File: config.mk
export PLATFORM = sky130hd
export DESIGN_NAME = dual_issue_stage
export DESIGN_NICKNAME = d
export VERILOG_FILES = /design/src/rtl/dual_issue_pkg.sv /design/src/rtl/dual_issue_hazard.sv /design/src/rtl/dual_issue_stage.sv
export SDC_FILE = /design/constraint.sdc
export NUM_CORES = 1
export LEC_CHECK = 0
export ABC_AREA = 0
export CAP_MARGIN = 20
export CORE_MARGIN = 5
export CORE_UTILIZATION = 32
export CTS_CLUSTER_SIZE = 25
export DETAILED_ROUTE_END_ITERATION = 16
export DONT_BUFFER_PORTS = 1
export SETUP_SLACK_MARGIN = 0.02
export SLEW_MARGIN = 20
export SYNTH_ARGS = -nofsm -noshare
export SYNTH_HDL_FRONTEND = slang
export SYNTH_SLANG_ARGS = --single-unit
File: constraint.sdc
create_clock -name clk -period 5.1 [get_ports clk]
set_input_delay 1.02 -clock clk [delete_from_list [all_inputs] [get_ports clk]]
set_output_delay 1.02 -clock clk [all_outputs]
set_load 0.05 [all_outputs]
File: src/rtl/dual_issue_pkg.sv
// Shared types and widths for the dual-issue stage and its hazard checker.
package dual_issue_pkg;

  localparam int unsigned REG_W    = 5;
  localparam int unsigned DATA_W   = 32;
  localparam int unsigned SHAMT_W  = 5;
  localparam int unsigned MUX_W    = 2;
  localparam int unsigned ALU_FN_W = 4;

  localparam logic [MUX_W-1:0] MUX_REG   = 2'd0;
  localparam logic [MUX_W-1:0] MUX_IMM   = 2'd1;
  localparam logic [MUX_W-1:0] MUX_SHAMT = 2'd2;

  typedef enum logic {
    ST_PAIR  = 1'b0,
    ST_SPLIT = 1'b1
  } state_e;

  typedef struct packed {
    logic [DATA_W-1:0]   data_a;
    logic [DATA_W-1:0]   data_b;
    logic [DATA_W-1:0]   imm;
    logic [SHAMT_W-1:0]  shamt;
    logic [MUX_W-1:0]    mux;
    logic [ALU_FN_W-1:0] alu_fn;
  } lane_t;

endpackage

File: src/rtl/dual_issue_hazard.sv
// Intra-pair RAW detection: lane 2 reads the register lane 1 writes.
module dual_issue_hazard
  import dual_issue_pkg::*;
(
  input  logic             valid_1,
  input  logic             valid_2,
  input  logic             wr_1,
  input  logic [REG_W-1:0] rd_1,
  input  logic [REG_W-1:0] rs_2,
  input  logic [REG_W-1:0] rt_2,
  input  logic [MUX_W-1:0] mux_2,
  output logic             hz_c,
  output logic             fwd_a_c,
  output logic             fwd_b_c
);

  // rt only matters when lane 2 actually selects the register operand for B
  always_comb begin
    fwd_a_c = (rs_2 == rd_1);
    fwd_b_c = (rt_2 == rd_1) && (mux_2 == MUX_REG);
    hz_c    = valid_1 && valid_2 && wr_1 && (rd_1 != '0) && (fwd_a_c || fwd_b_c);
  end

endmodule

File: src/rtl/dual_issue_stage.sv
// Issue register stage for the dual-ALU execute; splits RAW-dependent pairs over two cycles.
module dual_issue_stage
  import dual_issue_pkg::*;
#(
  parameter int unsigned SPLIT_CNT_W = 16
) (
  input  logic                   clk,
  input  logic                   rst_n,
  input  logic                   in_valid_1,
  input  logic                   in_valid_2,
  output logic                   in_ready,
  input  logic [REG_W-1:0]       in_rs_1,
  input  logic [REG_W-1:0]       in_rt_1,
  input  logic [REG_W-1:0]       in_rd_1,
  input  logic [REG_W-1:0]       in_rs_2,
  input  logic [REG_W-1:0]       in_rt_2,
  input  logic [REG_W-1:0]       in_rd_2,
  input  logic                   in_wr_1,
  input  logic                   in_wr_2,
  input  logic [DATA_W-1:0]      in_data_A_1,
  input  logic [DATA_W-1:0]      in_data_B_1,
  input  logic [DATA_W-1:0]      in_SignExtImm_1,
  input  logic [DATA_W-1:0]      in_data_A_2,
  input  logic [DATA_W-1:0]      in_data_B_2,
  input  logic [DATA_W-1:0]      in_SignExtImm_2,
  input  logic [SHAMT_W-1:0]     in_shamt_1,
  input  logic [SHAMT_W-1:0]     in_shamt_2,
  input  logic [MUX_W-1:0]       in_mux_1_flag_1,
  input  logic [MUX_W-1:0]       in_mux_1_flag_2,
  input  logic [ALU_FN_W-1:0]    in_Alu_function_1,
  input  logic [ALU_FN_W-1:0]    in_Alu_function_2,
  input  logic                   ex_stall,
  input  logic [DATA_W-1:0]      alu_1_result,
  output logic [DATA_W-1:0]      data_A_1,
  output logic [DATA_W-1:0]      data_B_1,
  output logic [DATA_W-1:0]      SignExtImm_1,
  output logic [SHAMT_W-1:0]     shamt_1,
  output logic [MUX_W-1:0]       mux_1_flag_1,
  output logic [ALU_FN_W-1:0]    Alu_function_1,
  output logic [DATA_W-1:0]      data_A_2,
  output logic [DATA_W-1:0]      data_B_2,
  output logic [DATA_W-1:0]      SignExtImm_2,
  output logic [SHAMT_W-1:0]     shamt_2,
  output logic [MUX_W-1:0]       mux_1_flag_2,
  output logic [ALU_FN_W-1:0]    Alu_function_2,
  output logic                   valid_1,
  output logic                   valid_2,
  output logic [SPLIT_CNT_W-1:0] split_cnt
);

  state_e                 state_q, state_d;
  lane_t                  lane1_q, lane1_d, lane2_q, lane2_d, hold_q, hold_d;
  logic                   valid_1_q, valid_1_d, valid_2_q, valid_2_d;
  logic                   fwd_a_q, fwd_a_d, fwd_b_q, fwd_b_d;
  logic [SPLIT_CNT_W-1:0] split_cnt_q, split_cnt_d;
  lane_t                  in_lane1_c, in_lane2_c;
  logic                   hz_c, fwd_a_c, fwd_b_c;
  logic                   unused_ok_c;

  // Lane-1 sources and lane-2 destination play no part in issue decisions
  assign unused_ok_c = ^{in_rs_1, in_rt_1, in_rd_2, in_wr_2};

  assign in_lane1_c = '{in_data_A_1, in_data_B_1, in_SignExtImm_1, in_shamt_1,
                        in_mux_1_flag_1, in_Alu_function_1};
  assign in_lane2_c = '{in_data_A_2, in_data_B_2, in_SignExtImm_2, in_shamt_2,
                        in_mux_1_flag_2, in_Alu_function_2};

  dual_issue_hazard u_hazard (
    .valid_1 (in_valid_1),
    .valid_2 (in_valid_2),
    .wr_1    (in_wr_1),
    .rd_1    (in_rd_1),
    .rs_2    (in_rs_2),
    .rt_2    (in_rt_2),
    .mux_2   (in_mux_1_flag_2),
    .hz_c    (hz_c),
    .fwd_a_c (fwd_a_c),
    .fwd_b_c (fwd_b_c)
  );

  assign in_ready = (state_q == ST_PAIR) && !ex_stall;

  // Next-state and register update; everything holds while execute is stalled
  always_comb begin
    state_d     = state_q;
    lane1_d     = lane1_q;
    lane2_d     = lane2_q;
    hold_d      = hold_q;
    valid_1_d   = valid_1_q;
    valid_2_d   = valid_2_q;
    fwd_a_d     = fwd_a_q;
    fwd_b_d     = fwd_b_q;
    split_cnt_d = split_cnt_q;
    if (!ex_stall) begin
      case (state_q)
        ST_PAIR: begin
          if (in_valid_1) begin
            lane1_d   = in_lane1_c;
            valid_1_d = 1'b1;
            if (hz_c) begin
              valid_2_d = 1'b0;
              hold_d    = in_lane2_c;
              fwd_a_d   = fwd_a_c;
              fwd_b_d   = fwd_b_c;
              state_d   = ST_SPLIT;
              if (split_cnt_q != '1) split_cnt_d = split_cnt_q + SPLIT_CNT_W'(1);
            end else begin
              lane2_d   = in_lane2_c;
              valid_2_d = in_valid_2;
            end
          end else begin
            valid_1_d = 1'b0;
            valid_2_d = 1'b0;
          end
        end
        ST_SPLIT: begin
          // Lane 1 is in execute this cycle, so its result patches lane 2
          lane2_d = hold_q;
          if (fwd_a_q) lane2_d.data_a = alu_1_result;
          if (fwd_b_q) lane2_d.data_b = alu_1_result;
          valid_1_d = 1'b0;
          valid_2_d = 1'b1;
          state_d   = ST_PAIR;
        end
        default: state_d = ST_PAIR;
      endcase
    end
  end

  always_ff @(posedge clk or negedge rst_n) begin
    if (!rst_n) begin
      state_q     <= ST_PAIR;
      lane1_q     <= '0;
      lane2_q     <= '0;
      hold_q      <= '0;
      valid_1_q   <= 1'b0;
      valid_2_q   <= 1'b0;
      fwd_a_q     <= 1'b0;
      fwd_b_q     <= 1'b0;
      split_cnt_q <= '0;
    end else begin
      state_q     <= state_d;
      lane1_q     <= lane1_d;
      lane2_q     <= lane2_d;
      hold_q      <= hold_d;
      valid_1_q   <= valid_1_d;
      valid_2_q   <= valid_2_d;
      fwd_a_q     <= fwd_a_d;
      fwd_b_q     <= fwd_b_d;
      split_cnt_q <= split_cnt_d;
    end
  end

  assign data_A_1       = lane1_q.data_a;
  assign data_B_1       = lane1_q.data_b;
  assign SignExtImm_1   = lane1_q.imm;
  assign shamt_1        = lane1_q.shamt;
  assign mux_1_flag_1   = lane1_q.mux;
  assign Alu_function_1 = lane1_q.alu_fn;
  assign data_A_2       = lane2_q.data_a;
  assign data_B_2       = lane2_q.data_b;
  assign SignExtImm_2   = lane2_q.imm;
  assign shamt_2        = lane2_q.shamt;
  assign mux_1_flag_2   = lane2_q.mux;
  assign Alu_function_2 = lane2_q.alu_fn;
  assign valid_1        = valid_1_q;
  assign valid_2        = valid_2_q;
  assign split_cnt      = split_cnt_q;

endmodule
==> out/metrics.csv, run 1 <==
stage;metric;value;unit
outcome;result of the run;finished clean;
cts;clock tree from TritonCTS;done;
cts;clk slew on worst S/H paths;0.06;ns
cts;count of buffers added by post-CTS timing repair for setup;0;
setup_path;Setup crit start kind;primary input;
cts;clock buffer count from CTS;40;
global_routing;wire length of the first global-routing pass;66.93;mm
setup_path;CP max stage delay;0.65;ns
drt;DRC violations left;0;
setup_path;library cell contributing the largest single delay on the critical path;sky130_fd_sc_hd__buf_4;
cts;Clock Latency Late Sink;0.54;ns
timing;slew at the pin closest to its max-slew limit;0.9314;ns
timing;number of setup violations in the final report;0;
power;Reg power frac;55.6;%
timing;maximum frequency from static timing analysis;344.4;MHz
power;part of the power in the clock network;37.7;%
drt;total wire length after detailed routing;44.62;mm
placement;cell count after placement;1873;
cts;maximum level of the CTS H-tree;2;
yosys;Async SR Flop Fraction;100.0;%
yosys;synthesized flop and latch total;342;
yosys;largest area contributor in the synthesized netlist;sky130_fd_sc_hd__dfrtp_1;
timing;Final min period;2.904;ns
setup_path;Crit Path Max Fanout;64;
yosys;register area share after synthesis;57.01;%
placement;placer's final routability congestion estimate;0.8117;
setup_path;critical path, cell by cell;xnor2_1, nand4_1, nor4_2, o21ai_1, a21oi_4, buf_4, a221o_1;
cts;post-cts hold buffer count;0;
die;Core Region;46460;um2
drt;drt initial violations;720;
placement;Placement Cell Area;15470;um2
setup_path;class of the most critical setup path;in2reg;
finish;Final Net Count;1592;
finish;Cell Count, Final, Fillers Out;1945;
finish;area grow syn2layout;11.86;%
finish;post-route design area;16790;um2
setup_path;nature of the critical path endpoint;flip-flop;
timing;Tcrit/Tclk final;56.93;%
global_routing;maximum number of pins on one net before global-route repair;343;
setup_path;data arrival time at the worst-slack endpoint;3.37;ns
drt;Via-to-Cell Ratio;5.368;
timing;max-slew headroom at the worst pin;37.84;%
power;Gate power share;6.7;%
global_routing;antenna violations before repair;1;
global_routing;leftover overflow at the end of global routing;0;
die;horizontal extent of the die;226.6;um
timing;RSZ-0062 raised after global routing;false;
yosys;count of different cell masters after synthesis;38;
yosys;most area-consuming cells after synthesis;sky130_fd_sc_hd__dfrtp_1, sky130_fd_sc_hd__nand2_1, sky130_fd_sc_hd__mux2_2;
power;net load switching power;2530;uW
min_path;Hold WC Path Type;in2async;
timing;number of pins with negative max-slew slack in the final report;0;
drt;vias after detailed routing;10440;
yosys;post-synthesis net count;1634;
drt;DR WL/cell;22.94;um
die;starting density of the core;32.31;%
power;leakage dissipation;0.007686;uW
die;Die Ht;226.6;um
cts;root buffer selected by CTS;sky130_fd_sc_hd__clkbuf_16;
setup_path;Buffers & Inverters on Critical Path;1;
die;total die area;51340;um2
global_routing;vias in the first global route;10850;
placement;HPWL Detailed;30.07;mm
drt;DRT antenna net count;0;
yosys;mean instance size in the synthesized netlist;11.12;um2
timing;Worst Slack Setup Final;2.196;ns
yosys;Syn. warnings;0;
power;power density over the cells;445.6;nW/um2
power;Power, Total;7482;uW
power;internal power;4951;uW
placement;input/output buffers;0;
yosys;number of enable flip-flop cells after synthesis;0;
die;count of standard-cell rows;79;
cts;Sink Count;342;
timing;final hold violations;0;
cts;total of cells resized after clock tree synthesis;0;
finish;total of fill cells in the finished design;4539;
placement;Post-Place Setup Slack;1.352;ns
global_routing;total routing resource utilization after global routing;16.63;%
yosys;Mapped Area;15010;um2
finish;fraction of final layout cells with drive strength greater than 1;17.88;%
setup_path;CP required;5.57;ns
yosys;count of mapped cells out of synthesis;1350;
yosys;area share of the leading cell type in the synthesized netlist;57.01;%
setup_path;cell family with the largest share of critical-path delay;compound AO/OA/AOI/OAI gates;
flow_run;number of maximum-capacitance constraint violations;0;
cts;buffers from clock root to sink, at most;3;
yosys;Post-synth top flop;sky130_fd_sc_hd__dfrtp_1;
power;maximum vdd ir drop;306.8;uV
drt;Pre-antenna DRT Iters;6;
timing;setup TNS;0;ns
power;fraction of power spent switching nets;33.82;%
timing;clock tree skew after final layout;0.01458;ns
die;I/O pins;516;
worst paths after layout:
path | startpoint | endpoint | slack [ns] | cells past startpoint
setup / recovery | in_rd_1[1] | data_A_2[26] | 2.20 | 7
hold / removal | rst_n | data_B_2[11] | 0.18 | 0
setup reg to reg | state_q | hold_q[94] | 2.22 | 7
hold reg to reg | hold_q[46] | hold_q[46] | 0.50 | 1
max in group asynchronous | rst_n | SignExtImm_1[2] | 4.43 | 0
min in group clk | hold_q[46] | hold_q[46] | 0.50 | 1
layout make-up:
class                   instances  area [um2]  area share, %
diodes                          1       2.502        0.01490
clock buffers                  59        1204          7.168
clock inverters                12       108.9         0.6483
inverters                       1       3.754        0.02235
multi-input cells             911        6046          36.01
flip-flops and latches        342        8561          50.98
well taps                     607       759.5          4.523
repair buffers                 12       106.4         0.6334
power by group through the flow:
stage	combinational (uW)	sequential, uW	clock (uW)
global route	572	4200	3030
CTS	506	4170	2920
global placement	477	4210	0
finish	500	4160	2820
detailed placement	510	4210	0
floorplan	449	4090	0
metal layers:
metal | wire [um] | GRT usage, % | up-vias
met2 | 21400 | 27.67 | 445
met5 | 0 | 0 | -
met3 | 4822 | 6.965 | 80
li1 | - | - | 4639
met4 | 1409 | 5.550 | 0
met1 | 16990 | 19.53 | 5276
stage by stage:
stage	hold slack (ns)	util [%]
floorplan	0.4786	-
global placement	0.4858	33.29
detailed placement	0.4921	33.29
CTS	0.1315	36.12
global route	0.1248	36.14
finish	0.1765	36.14
cells in the mapped netlist (all sizes together), types with 13 or more instances:
library cell  count
nand2b           44
a221o            64
o31a             43
clkbuf           60
mux2i            64
xor2             15
buf              36
o21ai            67
o221a            43
dfrtp           342
mux2            108
nor2             13
nand2           401
cells in the final DEF, fill, tap and decap left out, drive strengths merged, types with 2 or more instances in the layout:
| cell type | instances |
|---|---|
| nand2 | 401 |
| o21ai | 67 |
| nand2b | 44 |
| nor3 | 3 |
| inv | 4 |
| a221o | 64 |
| nand4 | 5 |
| mux2 | 108 |
| nand3 | 11 |
| buf | 12 |
| and4 | 2 |
| xnor2 | 10 |
| o221a | 43 |
| clkinv | 6 |
| mux2i | 64 |
| dfrtp | 342 |
| o31a | 43 |
| nor2 | 13 |
| and3 | 3 |
| clkinvlp | 2 |
| clkbuf | 59 |
| xor2 | 15 |
| a21oi | 3 |
sequential cells by signal (all words and copies together) (netlist names), 16 cells and up:
name,flops
data_B_1,32
split_cnt,16
SignExtImm_1,32
SignExtImm_2,32
hold_q,107
data_B_2,32
data_A_1,32
data_A_2,32
worst reg2reg max path, stage by stage, from the launching register on:
cell                       delay, ns
sky130_fd_sc_hd__dfrtp_1        0.46
sky130_fd_sc_hd__nor2_1         0.13
sky130_fd_sc_hd__buf_4          0.26
sky130_fd_sc_hd__and2_4         0.22
sky130_fd_sc_hd__buf_6          0.54
sky130_fd_sc_hd__o211ai_1       0.32
sky130_fd_sc_hd__buf_12         0.31
sky130_fd_sc_hd__mux2_2         0.52
cells by family (layout without fill, tap and decap cells):
| family | after synthesis | in the layout | synth area share [%] |
|---|---|---|---|
| buffers and inverters | 97 | 84 | 2.926 |
| flip-flops | 342 | 342 | 57.01 |
| other | 0 | 1 | 0 |
| adder cells (fa/ha/maj) | 1 | 1 | 0.08334 |
| AND/OR/NAND/NOR | 488 | 488 | 13.51 |
| XOR/XNOR | 25 | 25 | 1.459 |
| AO/OA/AOI/OAI | 225 | 225 | 12.64 |
| multiplexers | 172 | 172 | 12.37 |
Power figures use the tool's default switching activity.
==> run 2, diff against run 1 <==
==> constraint.sdc (replaced) <==
create_clock -name clk -period 2.57 [get_ports clk]
set_input_delay 0.514 -clock clk [delete_from_list [all_inputs] [get_ports clk]]
set_output_delay 0.514 -clock clk [all_outputs]
set_load 0.05 [all_outputs]
==> run 2 against run 1 <==
  * The run now ends with hold timing left
  * Via count increased by 1.1%
  * Clock power increased by 99%
  * Worst setup slack got worse by 1.7 ns
  * First-iteration DRC count increased by 9.3%
  * Flip-flop and latch count did not move
  * Power is 99% higher
  * Count of clock-buffer cells in the layout down 11
  * Critical path type is now reg2reg
  * Highest routed layer unchanged
==> out/metrics.csv, run 2 (synthesized netlist as in run 1, its figures left out) <==
stage;metric;value;unit;change
outcome;result of the run;finished, violations left;;
outcome;failing checks;hold timing;;
die;Die Ht;226.6;um;unchanged
finish;most common cell after layout, fill and taps aside;sky130_fd_sc_hd__nand2_1;;
min_path;Hold WC Path Type;in2async;;
timing;Final min period;2.095;ns;
cts;maximum level of the CTS H-tree;2;;unchanged
placement;HPWL Detailed;31.11;mm;+3.4%
setup_path;flop-to-flop setup slack;0.47;ns;-1.75 ns
cts;Sink Count;342;;unchanged
die;count of standard-cell rows;79;;unchanged
die;I/O pins;516;;unchanged
setup_path;Setup crit start kind;flip-flop;;
timing;max-slew headroom at the worst pin;57.58;%;+20 points
power;maximum vdd ir drop;593.5;uV;+93%
setup_path;Buffers & Inverters on Critical Path;2;;+1
finish;Final Net Count;1616;;+1.5%
drt;total wire length after detailed routing;45.57;mm;+2.1%
drt;DRC violations left;0;;unchanged
die;Core Region;46460;um2;unchanged
drt;Via-to-Cell Ratio;5.376;;+0.16%
finish;area grow syn2layout;13.76;%;
setup_path;Crit Path Max Fanout;58;;-9.4%
finish;Post-Route Utilization;36.76;%;+0.61 points
setup_path;class of the most critical setup path;reg2reg;;
timing;setup TNS;0;ns;unchanged
global_routing;maximum number of pins on one net before global-route repair;343;;unchanged
placement;input/output buffers;0;;unchanged
placement;placer's final routability congestion estimate;0.8503;;+4.8%
finish;leading cell types in the layout, fill and taps excluded;sky130_fd_sc_hd__nand2_1, sky130_fd_sc_hd__dfrtp_1, sky130_fd_sc_hd__mux2_2, sky130_fd_sc_hd__o21ai_0;;
drt;DRT antenna net count;0;;unchanged
cts;clk slew on worst S/H paths;0.07;ns;about the same
timing;maximum frequency from static timing analysis;477.2;MHz;
setup_path;launch point of the worst path;state_q;;
global_routing;total routing resource utilization after global routing;16.94;%;+0.31 points
cts;total of cells resized after clock tree synthesis;0;;unchanged
cts;Clock Latency Late Sink;0.53;ns;about the same
die;horizontal extent of the die;226.6;um;unchanged
global_routing;vias in the first global route;10830;;-0.15%
cts;clock tree from TritonCTS;done;;
timing;slew at the pin closest to its max-slew limit;0.6364;ns;-0.2951 ns
finish;post-route design area;17080;um2;+1.7%
drt;vias after detailed routing;10550;;+1.1%
setup_path;CP required;3.04;ns;-2.53 ns
die;total die area;51340;um2;unchanged
cts;root buffer selected by CTS;sky130_fd_sc_hd__clkbuf_16;;
power;power density over the cells;872.3;nW/um2;+96%
setup_path;stages on the worst setup path;6;;-1
setup_path;CP max stage delay;0.57;ns;-0.08 ns
setup_path;nature of the critical path endpoint;flip-flop;;
global_routing;leftover overflow at the end of global routing;0;;unchanged
setup_path;cell family with the largest share of critical-path delay;buffers and inverters;;
setup_path;critical path, cell by cell;nor2_2, and2_4, buf_4, buf_4, nand2_1, nand2_1;;
global_routing;antenna violations before repair;1;;unchanged
drt;drt initial violations;787;;+9.3%
placement;Placement Cell Area;15810;um2;+2.2%
drt;DR WL/cell;23.22;um;+1.2%
cts;clock buffer count from CTS;37;;-7.5%
timing;Tcrit/Tclk final;81.53;%;
setup_path;logic depth of the worst register-to-register path;6;;-1
cts;count of buffers added by post-CTS timing repair for setup;0;;unchanged
timing;RSZ-0062 raised after global routing;false;;
finish;Biggest register;hold_q;;
timing;Post-Route Hold Slack;-0.3072;ns;-0.4837 ns
finish;fraction of final layout cells with drive strength greater than 1;19.04;%;+1.2 points
setup_path;library cell contributing the largest single delay on the critical path;sky130_fd_sc_hd__buf_4;;
timing;number of setup violations in the final report;0;;unchanged
timing;clock tree skew after final layout;0.006688;ns;-0.007890 ns
drt;Pre-antenna DRT Iters;5;;-1
timing;final hold violations;342;;+342
setup_path;reg-to-reg startpoint;state_q;;
setup_path;data arrival time at the worst-slack endpoint;2.56;ns;-0.81 ns
finish;Largest register FFs;107;;unchanged
cts;buffers from clock root to sink, at most;3;;unchanged
flow_run;number of maximum-capacitance constraint violations;0;;unchanged
global_routing;wire length of the first global-routing pass;68.29;mm;+2.0%
timing;number of pins with negative max-slew slack in the final report;0;;unchanged
die;starting density of the core;32.31;%;unchanged
power;leakage dissipation;0.007839;uW;+2.0%
## run 2: power by group
part           switching [uW]  internal, uW
Combinational             455           575
Clock                    2160          3460
Sequential               2330          5920
Total                    4940          9950
## run 2: layout make-up
type / instances / area, um2
antenna: 1 / 2.502
timing repair buffer: 39 / 442.9
multi-input combinational: 911 / 6043
clock buffer: 48 / 1007
inverter: 1 / 3.754
tap: 607 / 759.5
fill: 4508 / 29380
sequential: 342 / 8561
clock inverter: 14 / 256.5
## run 2: worst paths after layout
check | endpoint
setup / recovery | SignExtImm_1[21]
hold / removal | data_B_2[1]
setup reg to reg | SignExtImm_1[21]
hold reg to reg | hold_q[106]
max in group asynchronous | split_cnt[12]
min in group clk | data_B_1[2]
## run 2: layer usage
metal,wire length [um],share of wire (%),GRT usage [%]
met5,0,0,0
met4,1555,3.4,5.783
met3,4752,10,6.538
met2,21730,48,27.70
met1,17530,38,20.60
## run 2: metrics by stage
stage,power (uW),setup slack [ns],std cells
finish,14900,0.4746,1963
global route,15460,0.2482,1963
detailed placement,9389,0.06013,1900
CTS,15090,0.3998,1962
floorplan,9011,0.2542,1350
global placement,9324,0.1020,1900
